$ cat src/rtl/vga_vram_arbiter.sv
// vga_vram_arbiter: sole owner of the single-port text VRAM; scan-out wins, CPU fills free slots.
// Ports: pclk/reset_n; scan_req/x/y -> scan_ascii/vld; cpu_req/we/addr/wdata -> cpu_ready/rvalid/rdata;
//        busy; vram_en/we/addr/wdata, vram_rdata (1-cycle sync read).
// Optional: define VRAM_CLEAR_EN to blank the whole VRAM with 8'h20 after every reset.
`timescale 1ns/1ps
module vga_vram_arbiter #(
   parameter int COLS   = 70,
   parameter int ROWS   = 30,
   parameter int ADDR_W = 12,
   parameter int DATA_W = 8
) (
   input  logic              pclk,
   input  logic              reset_n,
   input  logic              scan_req,
   input  logic [6:0]        scan_x,
   input  logic [4:0]        scan_y,
   output logic [DATA_W-1:0] scan_ascii,
   output logic              scan_vld,
   input  logic              cpu_req,
   input  logic              cpu_we,
   input  logic [ADDR_W-1:0] cpu_addr,
   input  logic [DATA_W-1:0] cpu_wdata,
   output logic              cpu_ready,
   output logic              cpu_rvalid,
   output logic [DATA_W-1:0] cpu_rdata,
   output logic              busy,
   output logic              vram_en,
   output logic              vram_we,
   output logic [ADDR_W-1:0] vram_addr,
   output logic [DATA_W-1:0] vram_wdata,
   input  logic [DATA_W-1:0] vram_rdata
);

   localparam int                NCELL = COLS * ROWS;
   localparam logic [ADDR_W-1:0] NC_A  = ADDR_W'(NCELL);
   localparam logic [ADDR_W-1:0] LAST  = ADDR_W'(NCELL - 1);
   localparam logic [6:0]        COL_X = 7'(COLS);
   localparam logic [4:0]        ROW_Y = 5'(ROWS);
   localparam logic [DATA_W-1:0] BLANK = DATA_W'(8'h20);

   logic              scan_pend;
   logic [6:0]        pend_x;
   logic [4:0]        pend_y;
   logic              rd_vld;
   logic              rd_cpu;
   logic              rd_zero;
   logic              hold;
   logic              clr_en;
   logic [ADDR_W-1:0] clr_addr;

   logic              scan_go;
   logic [6:0]        sx;
   logic [4:0]        sy;
   logic              scan_in;
   logic [ADDR_W-1:0] scan_addr;
   logic              scan_ram;
   logic              scan_blank;
   logic              cpu_fire;
   logic              cpu_in;

`ifdef VRAM_CLEAR_EN
   // START gives one quiet cycle after reset so busy/strobes read 0 in reset
   typedef enum logic [1:0] {ST_START, ST_CLEAR, ST_IDLE} state_t;
   state_t st;

   always_ff @(posedge pclk or negedge reset_n) begin
      if (!reset_n) begin
         st       <= ST_START;
         clr_addr <= '0;
      end else begin
         case (st)
            ST_START: st <= ST_CLEAR;
            ST_CLEAR: begin
               if (clr_addr == LAST) st <= ST_IDLE;
               else clr_addr <= clr_addr + 1'b1;
            end
            default:  st <= ST_IDLE;
         endcase
      end
   end

   assign busy   = (st == ST_CLEAR);
   assign clr_en = busy;
   assign hold   = (st != ST_IDLE);
`else
   assign busy     = 1'b0;
   assign clr_en   = 1'b0;
   assign hold     = 1'b0;
   assign clr_addr = '0;
`endif

   // a fresh request overrides any latched coords (newest wins)
   assign scan_go    = scan_req | scan_pend;
   assign sx         = scan_req ? scan_x : pend_x;
   assign sy         = scan_req ? scan_y : pend_y;
   assign scan_in    = (sx < COL_X) && (sy < ROW_Y);
   assign scan_addr  = ADDR_W'(sy) * ADDR_W'(COLS) + ADDR_W'(sx);
   assign scan_ram   = scan_go & scan_in & ~hold;
   // off-screen cells and fetches during clear are answered without RAM
   assign scan_blank = scan_go & (~scan_in | hold);

   assign cpu_ready = ~scan_req & ~scan_pend & ~busy & ~hold;
   assign cpu_fire  = cpu_req & cpu_ready;
   assign cpu_in    = (cpu_addr < NC_A);

   always_comb begin
      vram_en    = 1'b0;
      vram_we    = 1'b0;
      vram_addr  = '0;
      vram_wdata = '0;
      if (clr_en) begin
         vram_en    = 1'b1;
         vram_we    = 1'b1;
         vram_addr  = clr_addr;
         vram_wdata = BLANK;
      end else if (scan_ram) begin
         vram_en   = 1'b1;
         vram_addr = scan_addr;
      end else if (cpu_fire && cpu_in) begin
         vram_en    = 1'b1;
         vram_we    = cpu_we;
         vram_addr  = cpu_addr;
         vram_wdata = cpu_wdata;
      end
   end

   always_ff @(posedge pclk or negedge reset_n) begin
      if (!reset_n) begin
         scan_pend  <= 1'b0;
         pend_x     <= '0;
         pend_y     <= '0;
         rd_vld     <= 1'b0;
         rd_cpu     <= 1'b0;
         rd_zero    <= 1'b0;
         scan_ascii <= BLANK;
         scan_vld   <= 1'b0;
         cpu_rvalid <= 1'b0;
         cpu_rdata  <= '0;
      end else begin
         // scan owns every slot, so a pending fetch only survives an unserved cycle
         scan_pend <= scan_go & ~(scan_ram | scan_blank);
         if (scan_req) begin
            pend_x <= scan_x;
            pend_y <= scan_y;
         end
         // tag the read in flight; scan and CPU never issue in the same cycle
         rd_vld  <= scan_ram | (cpu_fire & ~cpu_we);
         rd_cpu  <= ~scan_ram;
         rd_zero <= ~cpu_in;

         scan_vld   <= 1'b0;
         cpu_rvalid <= 1'b0;
         if (rd_vld && !rd_cpu) begin
            scan_ascii <= vram_rdata;
            scan_vld   <= 1'b1;
         end else if (scan_blank) begin
            scan_ascii <= BLANK;
            scan_vld   <= 1'b1;
         end
         if (rd_vld && rd_cpu) begin
            cpu_rdata  <= rd_zero ? '0 : vram_rdata;
            cpu_rvalid <= 1'b1;
         end
      end
   end

endmodule
$ cat config.mk
export PLATFORM = sky130hd
export DESIGN_NAME = vga_vram_arbiter
export DESIGN_NICKNAME = d
export VERILOG_FILES = /design/src/rtl/vga_vram_arbiter.sv
export SDC_FILE = /design/constraint.sdc
export NUM_CORES = 1
export LEC_CHECK = 0
export BUFFER_PORTS_ARGS = -buffer_cell sky130_fd_sc_hd__clkbuf_2
export CORE_MARGIN = 2
export CORE_UTILIZATION = 35
export CTS_BUF_LIST = sky130_fd_sc_hd__clkbuf_8 sky130_fd_sc_hd__clkbuf_16
export CTS_CLUSTER_SIZE = 30
export DETAILED_ROUTE_END_ITERATION = 10
export PLACE_DENSITY = 0.7
export SLEW_MARGIN = 20
export SYNTH_ARGS = -nofsm -noshare
export SYNTH_HDL_FRONTEND = slang
export SYNTH_SLANG_ARGS = --single-unit
$ cat constraint.sdc
create_clock -name pclk -period 7.2 [get_ports pclk]
set_input_delay 1.44 -clock pclk [delete_from_list [all_inputs] [get_ports pclk]]
set_output_delay 1.44 -clock pclk [all_outputs]
set_load 0.02 [all_outputs]
==> impl_summary.log, run 1 <==
[metrics] number of standard-cell rows in the floorplan: 28
[metrics] number of hold violations in the final report: 0
[metrics] Pre-antenna DRT Iters: 4
[metrics] Layout area overhead: 26.8%
[metrics] CP top delay family: adder cells
[metrics] distinct cell type count after synthesis: 44
[metrics] worst setup path category: primary input to primary output
[metrics] leakage power figure: 0.00142 uW
[metrics] CTS tree: yes
[metrics] worst clock skew: 0.00408 ns
[metrics] HPWL after DPL: 4.21 mm
[metrics] Wirelength per Cell: 13.1 um
[metrics] CTS Hold Buffers Added: 0
[metrics] global router's overall resource usage: 0.147
[metrics] fraction of final layout cells sized beyond drive strength 1: 0.353
[metrics] IR drop worst, VDD: 0.149 mV
[metrics] Slew Limit Headroom: 0.453
[metrics] total via count after detailed routing: 1910
[metrics] setup total negative slack: 0 ns
[metrics] FFs w/ async S/R, synth: 1.00
[metrics] largest cells by area after synthesis: dfrtp_1, ha_1, o21ai_0
[metrics] total CTS buffers: 5
[metrics] core box area: 0.00599 mm^2
[metrics] EDFF count, synth: 0
[metrics] status: finished, final reports clean
[metrics] worst-case setup margin in the final layout: roughly 0.6 ns
[metrics] post-synthesis sequential area ratio: 0.386
[metrics] Final period util: 0.915
[metrics] final wirelength: 5.05 mm
[metrics] nature of the critical path startpoint: primary input
[metrics] non-filler instance count after layout: 384
[metrics] yosys warns: 0
[metrics] most frequent CP cell: ha_1
[metrics] number of endpoints failing setup at the final stage: 0
[metrics] post-synthesis cell count: 223
[metrics] remaining global-route overflow: 0
[metrics] leading cell type in the layout, fill and taps excluded: clkbuf_2
[metrics] initial cell density of the core: 0.368
[metrics] arrival time of data at the critical path endpoint: approximately 5.2 ns
[metrics] last weighted congestion value of the routability-driven placer: 0.842
[metrics] flip-flop and latch count after synthesis: 34
[metrics] primary flip-flop cell chosen by synthesis mapping: dfrtp_1
[metrics] post-route total power: 730 uW
[metrics] drc violations: 0
[metrics] largest incremental delay on the critical path: roughly 0.46 ns
[metrics] maximum number of pins on one net before global-route repair: 35
[metrics] Worst Path Required: 5.76 ns
[metrics] minimum clock period after layout: 6.59 ns
[metrics] cell with the largest stage delay on the worst path: mux2i_1
[metrics] Sink Count: 34
[metrics] buffers from clock root to sink, at most: 2
[metrics] number of antenna violations at the first check in global routing: 0
[metrics] unrepaired setup endpoints after global routing: no
[metrics] area enclosed by the die boundary: around 0.007 mm^2
[metrics] clock insertion delay at the later pin of the skew report: 0.28 ns
[metrics] Worst Path Max Fanout: 15
[metrics] Max Clk Rate: 152 MHz
[metrics] number of nets in the finished design: 375
[metrics] Post-DRT Antenna Nets: 0
[metrics] Setup Buffers After CTS: 0
[metrics] post-placement cell count: 376
[metrics] syn_area_per_cell: 9.89 um^2
[metrics] reported max-cap violation count: 0
[metrics] iteration-0 DRC count of the detailed router: 65
[metrics] crit-path cells: clkbuf_2, mux2i_1, inv_1, ha_1, ha_1, ha_1, a31oi_2, xor2_1, ha_1, o21a_1, a21oi_1, nor4_1, xnor2_1, o21ai_0, clkbuf_2
[metrics] H-tree levels: 2
[metrics] number of gates given a new drive strength after cts: 0
[metrics] cell area after technology mapping: 0.00221 mm^2
[metrics] Via density: 4.97
[metrics] pre-CTS worst setup slack: 0.645 ns
[metrics] CTS clock-pin slew for the worst setup and hold paths: 0.06 ns
[metrics] first-pass GRT wire length: 8.43 mm
[metrics] I/O pin count: 87
[metrics] vias in the first global route: ~1800
[metrics] horizontal extent of the die: 83.4 um
[metrics] Root Driver: clkbuf_8
[metrics] library cell with the largest summed area after synthesis: dfrtp_1
[metrics] Critical Path End Type: primary output
[metrics] areal power density over the cells: about 260 mW/mm^2
[metrics] die height: 83.4 um
[metrics] final slew viol count: 0
[metrics] actual transition at the worst max-transition pin: 0.821 ns
[metrics] worst hold path type: register to register
[metrics] worst path bufs/invs: 3
[metrics] total inserted antenna cells: 0
[metrics] Synth top area share: 0.374
[metrics] number of port buffers: 85
[metrics] top library cells by usage in the layout, fill and taps aside: clkbuf_2, dfrtp_1, nand2_1, o21ai_0, ha_1
[final cells by class]
cell class / instances / area [um^2]
clock buffer: 8 / 110
fill: 587 / 3190
inverter: 12 / 45.0
multi-input combinational: 170 / 1270
sequential: 34 / 852
tap: 75 / 93.8
timing repair buffer: 85 / 425
[power by group]
| group | total (uW) | internal, uW | switching [uW] |
|---|---|---|---|
| clock network | 158 | 96.4 | 61.2 |
| registers | 234 | 220 | 14.1 |
| logic | 338 | 132 | 206 |
[kinds of logic (layout without fill, tap and decap cells)]
family	Yosys count	count (layout)	share of synthesized area
adder cells (fa/ha/maj)	22	22	0.132
AO/OA/AOI/OAI	57	57	0.176
XOR/XNOR	13	13	0.0516
buffers and inverters	20	105	0.0403
AND/OR/NAND/NOR	64	64	0.147
other	1	2	0.00170
multiplexers	12	12	0.0652
flip-flops	34	34	0.386
[cell usage after synthesis, drive strengths merged, types with 2 or more instances]
| cell type | instances |
|---|---|
| clkbuf | 4 |
| a22o | 11 |
| fa | 2 |
| inv | 12 |
| nand2b | 8 |
| nand3 | 3 |
| a21o | 2 |
| o21bai | 2 |
| xnor2 | 6 |
| nor2 | 10 |
| nand2 | 23 |
| nor4 | 2 |
| a21oi | 7 |
| and2 | 10 |
| dfrtp | 33 |
| buf | 4 |
| xor2 | 7 |
| mux2i | 3 |
| ha | 20 |
| o21ai | 24 |
| a31oi | 2 |
| nor3 | 3 |
| mux2 | 9 |
| a211oi | 2 |
[flip-flops by register name, indices dropped and copies added, names as in the netlist]
| signal | count |
|---|---|
| cpu_rvalid | 1 |
| rd_zero | 1 |
| pend_x | 7 |
| scan_ascii | 8 |
| cpu_rdata | 8 |
| scan_vld | 1 |
| pend_y | 5 |
| rd_cpu | 1 |
| scan_pend | 1 |
| rd_vld | 1 |
[worst reg2reg max path, cell delays in order, from the launching register on]
cell	delay, ns
dfrtp_1	0.35
mux2i_1	0.34
inv_1	0.23
ha_1	0.28
a32oi_1	0.21
nor2_1	0.09
nor2_2	0.33
a22o_1	0.19
[stage by stage]
stage	cell area (um^2)	util	hold WS, ns
2_1_floorplan	2210	-	0.473
3_3_place_gp	2690	0.448	0.460
3_5_place_dp	2690	0.448	0.465
4_1_cts	2800	0.467	0.478
5_1_grt	2800	0.467	0.491
6_report	2800	0.467	0.476
[final timing paths]
check	start	endpoint	slack [ns]	cells after the start
max in group asynchronous	reset_n	pend_y[1]$_DFF_PN0_	5.43	1
min in group asynchronous	reset_n	cpu_rdata[2]$_DFFE_PN0P_	1.25	1
worst max register to register	pend_y[3]$_DFF_PN0_	scan_ascii[0]$_DFFE_PN0P_	5.12	7
worst min register to register	scan_ascii[5]$_DFFE_PN1P_	scan_ascii[5]$_DFFE_PN1P_	0.48	2
worst max-delay path	scan_req	vram_addr[10]	0.61	15
worst min-delay path	scan_ascii[5]$_DFFE_PN1P_	scan_ascii[5]$_DFFE_PN1P_	0.48	2
[routing by layer]
layer | global-route usage | vias to the layer above | wire, um | share of wire
li1 | - | 949 | - | -
met5 | 0 | - | 0 | 0
met4 | 0.0343 | 0 | 36 | 0.0071
met1 | 0.198 | 883 | 2240 | 0.44
met2 | 0.241 | 74 | 2410 | 0.48
met3 | 0.0318 | 4 | 367 | 0.073
Note: power is estimated with default switching activity, not from simulation.
==> inputs of run 2 (changes only) <==
--- a/config.mk
+++ b/config.mk
@@ -6,12 +6,14 @@
 export NUM_CORES = 1
 export LEC_CHECK = 0
 export BUFFER_PORTS_ARGS = -buffer_cell sky130_fd_sc_hd__clkbuf_2
+export CELL_PAD_IN_SITES_DETAIL_PLACEMENT = 1
+export CELL_PAD_IN_SITES_GLOBAL_PLACEMENT = 2
 export CORE_MARGIN = 2
-export CORE_UTILIZATION = 35
+export CORE_UTILIZATION = 31
 export CTS_BUF_LIST = sky130_fd_sc_hd__clkbuf_8 sky130_fd_sc_hd__clkbuf_16
 export CTS_CLUSTER_SIZE = 30
 export DETAILED_ROUTE_END_ITERATION = 10
-export PLACE_DENSITY = 0.7
+export PLACE_DENSITY = 0.95
 export SLEW_MARGIN = 20
 export SYNTH_ARGS = -nofsm -noshare
 export SYNTH_HDL_FRONTEND = slang
==> run 2 against run 1 <==
Net effect:
- die area grew 12%
- register-to-register slack gained 0.07 ns
- combinational power grew 2%
- flip-flop and latch count is the same
- global-route usage grew 0.69 points
- via count grew 1.3%
- critical path type unchanged
==> impl_summary.log, run 2 (synthesis results as in run 1) <==
[metrics] final slew viol count: 0 (unchanged)
[metrics] area enclosed by the die boundary: 0.00781 mm^2 (+12%)
[metrics] Post-DRT Antenna Nets: 0 (unchanged)
[metrics] total CTS buffers: 5 (unchanged)
[metrics] number of antenna violations at the first check in global routing: 0 (unchanged)
[metrics] initial cell density of the core: 0.323 (-0.0453)
[metrics] number of standard-cell rows in the floorplan: 30 (+7.1%)
[metrics] CTS Hold Buffers Added: 0 (unchanged)
[metrics] leading cell type in the layout, fill and taps excluded: clkbuf_2
[metrics] slack of the worst reg-to-reg path: 5.19 ns (+0.07 ns)
[metrics] largest incremental delay on the critical path: 0.57 ns (+0.11 ns)
[metrics] most frequent CP cell: inv_1
[metrics] horizontal extent of the die: 88.4 um (+6.0%)
[metrics] cells on worst reg2reg path: 7 (unchanged)
[metrics] actual transition at the worst max-transition pin: 0.819 ns (-0.00205 ns)
[metrics] startpoint of the lowest-slack register-to-register path: pend_y[3]$_DFF_PN0_
[metrics] Wirelength per Cell: 14.3 um (+8.5%)
[metrics] number of port buffers: 85 (unchanged)
[metrics] CTS tree: yes
[metrics] non-filler instance count after layout: 405 (+5.5%)
[metrics] first-pass GRT wire length: 9.34 mm (+11%)
[metrics] global router's overall resource usage: 0.154 (+0.00687)
[metrics] cell with the largest stage delay on the worst path: or4b_4
[metrics] status: finished, final reports clean
[metrics] nature of the critical path startpoint: primary input
[metrics] Pre-antenna DRT Iters: 4 (unchanged)
[metrics] Final period util: 0.920 (+0.00495)
[metrics] vias in the first global route: 1995 (+11%)
[metrics] Cells on Worst Hold Path: 2 (unchanged)
[metrics] number of endpoints failing setup at the final stage: 0 (unchanged)
[metrics] H-tree levels: 2 (unchanged)
[metrics] Max Clk Rate: 151 MHz (-0.54%)
[metrics] minimum clock period after layout: 6.62 ns (+0.0357 ns)
[metrics] Root Driver: clkbuf_8
[metrics] drc violations: 0 (unchanged)
[metrics] total of fill cells in the finished design: 839 (+43%)
[metrics] number of nets in the finished design: 375 (unchanged)
[metrics] Layout area overhead: 27.2%
[metrics] leakage power figure: 0.00141 uW (-0.36%)
[metrics] setup total negative slack: 0 ns (unchanged)
[metrics] FF-to-FF End: scan_ascii[1]$_DFFE_PN0P_
[metrics] Worst Path Max Fanout: 15 (unchanged)
[metrics] IR drop worst, VDD: 0.0797 mV (-46%)
[metrics] die height: 88.4 um (+6.0%)
[metrics] number of hold violations in the final report: 0 (unchanged)
[metrics] Setup Buffers After CTS: 0 (unchanged)
[metrics] crit-path cells: clkbuf_2, mux2i_4, inv_1, ha_1, inv_1, ha_1, inv_1, fa_1, inv_1, ha_1, nand3b_1, o21ai_1, or4b_4, a2111oi_4, xor2_1, o22ai_1, clkbuf_2
[metrics] areal power density over the cells: 257 mW/mm^2 (-1.6%)
[metrics] number of gates given a new drive strength after cts: 0 (unchanged)
[metrics] post-placement cell count: 397 (+5.6%)
[metrics] Worst Path Required: 5.76 ns (about the same)
[metrics] core box area: 0.00683 mm^2 (+14%)
[metrics] iteration-0 DRC count of the detailed router: 40 (-38%)
[metrics] final wirelength: 5.78 mm (+14%)
[metrics] Critical Path End Type: primary output
[metrics] buffers from clock root to sink, at most: 2 (unchanged)
[metrics] worst clock skew: 0.00766 ns (+0.00358 ns)
[metrics] total inserted antenna cells: 0 (unchanged)
[metrics] HPWL after DPL: 4.85 mm (+15%)
[metrics] reported max-cap violation count: 0 (unchanged)
[metrics] CTS clock-pin slew for the worst setup and hold paths: 0.07 ns (about the same)
[metrics] last weighted congestion value of the routability-driven placer: 0.807 (-4.2%)
[metrics] clock insertion delay at the later pin of the skew report: 0.29 ns (about the same)
[metrics] worst hold path type: register to register
[metrics] maximum number of pins on one net before global-route repair: 35 (unchanged)
[metrics] Via density: 4.78 (-4.0%)
[metrics] arrival time of data at the critical path endpoint: 5.18 ns (+0.03 ns)
[metrics] top library cells by usage in the layout, fill and taps aside: clkbuf_2, dfrtp_1, nand2_1, o21ai_0, ha_1
[metrics] worst hold path endpoint: scan_ascii[5]$_DFFE_PN1P_
[metrics] total via count after detailed routing: 1934 (+1.3%)
[metrics] unrepaired setup endpoints after global routing: no
[metrics] Sink Count: 34 (unchanged)
[metrics] remaining global-route overflow: 0 (unchanged)
[metrics] Slew Limit Headroom: 0.454 (+0.00137)
[metrics] fraction of final layout cells sized beyond drive strength 1: 0.350 (-0.00324)
[metrics] Worst Hold Launch: scan_ascii[5]$_DFFE_PN1P_
[metrics] I/O pin count: 87 (unchanged)
[metrics] largest registers: cpu_rdata (8), scan_ascii (8), pend_x (7)
[metrics] worst setup path category: primary input to primary output
## run 2: cell types whose count changed in the layout (fill, tap and decap cells not counted), sizes merged
cell / delta
clkbuf: -2
clkinv: +1
inv: +1
## run 2: worst max-delay path: cells and delay by family
family | cells | cell delay [ns]
xor+xnor | 1 | 0.14
simple gates | 2 | 0.73
compound gates | 3 | 0.64
mux | 1 | 0.32
fa+ha+maj | 4 | 1.04
buf+inv | 6 | 0.85
## run 2: how the worst max path moves through the flow
stage                         from  slack [ns]       endpoint
after floorplan           scan_req        1.03  vram_addr[10]
final                     scan_req        0.58  vram_addr[11]
after global routing      scan_req        0.30  vram_addr[11]
after CTS                 scan_req        0.54  vram_addr[11]
after detailed placement  scan_req        0.55  vram_addr[11]
after global placement    scan_req        0.73  vram_addr[11]
## run 2: cell type report
type	instances	area, um^2	area share
clock buffers	6	82.6	0.0294
clock inverters	2	8.76	0.00312
inverters	12	45.0	0.0161
multi-input cells	170	1270	0.453
flip-flops and latches	34	852	0.304
well taps	96	120	0.0428
repair buffers	85	425	0.152
## run 2: metrics by stage
step	setup slack (ns)	instance area [um^2]	hold WS [ns]	power, uW	utilization
after floorplan	1.03	2210	0.473	479	-
after global placement	0.733	2710	0.463	578	0.397
after detailed placement	0.548	2710	0.469	586	0.397
after CTS	0.541	2800	0.483	731	0.410
after global routing	0.296	2810	0.504	775	0.411
final	0.578	2810	0.478	721	0.411
## run 2: report_power, final
group | total [uW] | internal [uW] | switching (uW)
Combinational | 344 | 132 | 211
Clock | 143 | 75.6 | 67.1
Sequential | 234 | 220 | 14.0
Total | 721 | 428 | 292
## run 2: layer usage
layer	track usage	share of wire	up-vias	routed length (um)
met5	0	0	-	0
met1	0.201	0.45	919	2610
met4	0.0455	0.012	0	72
li1	-	-	952	-
met3	0.0280	0.057	5	327
met2	0.260	0.48	58	2770
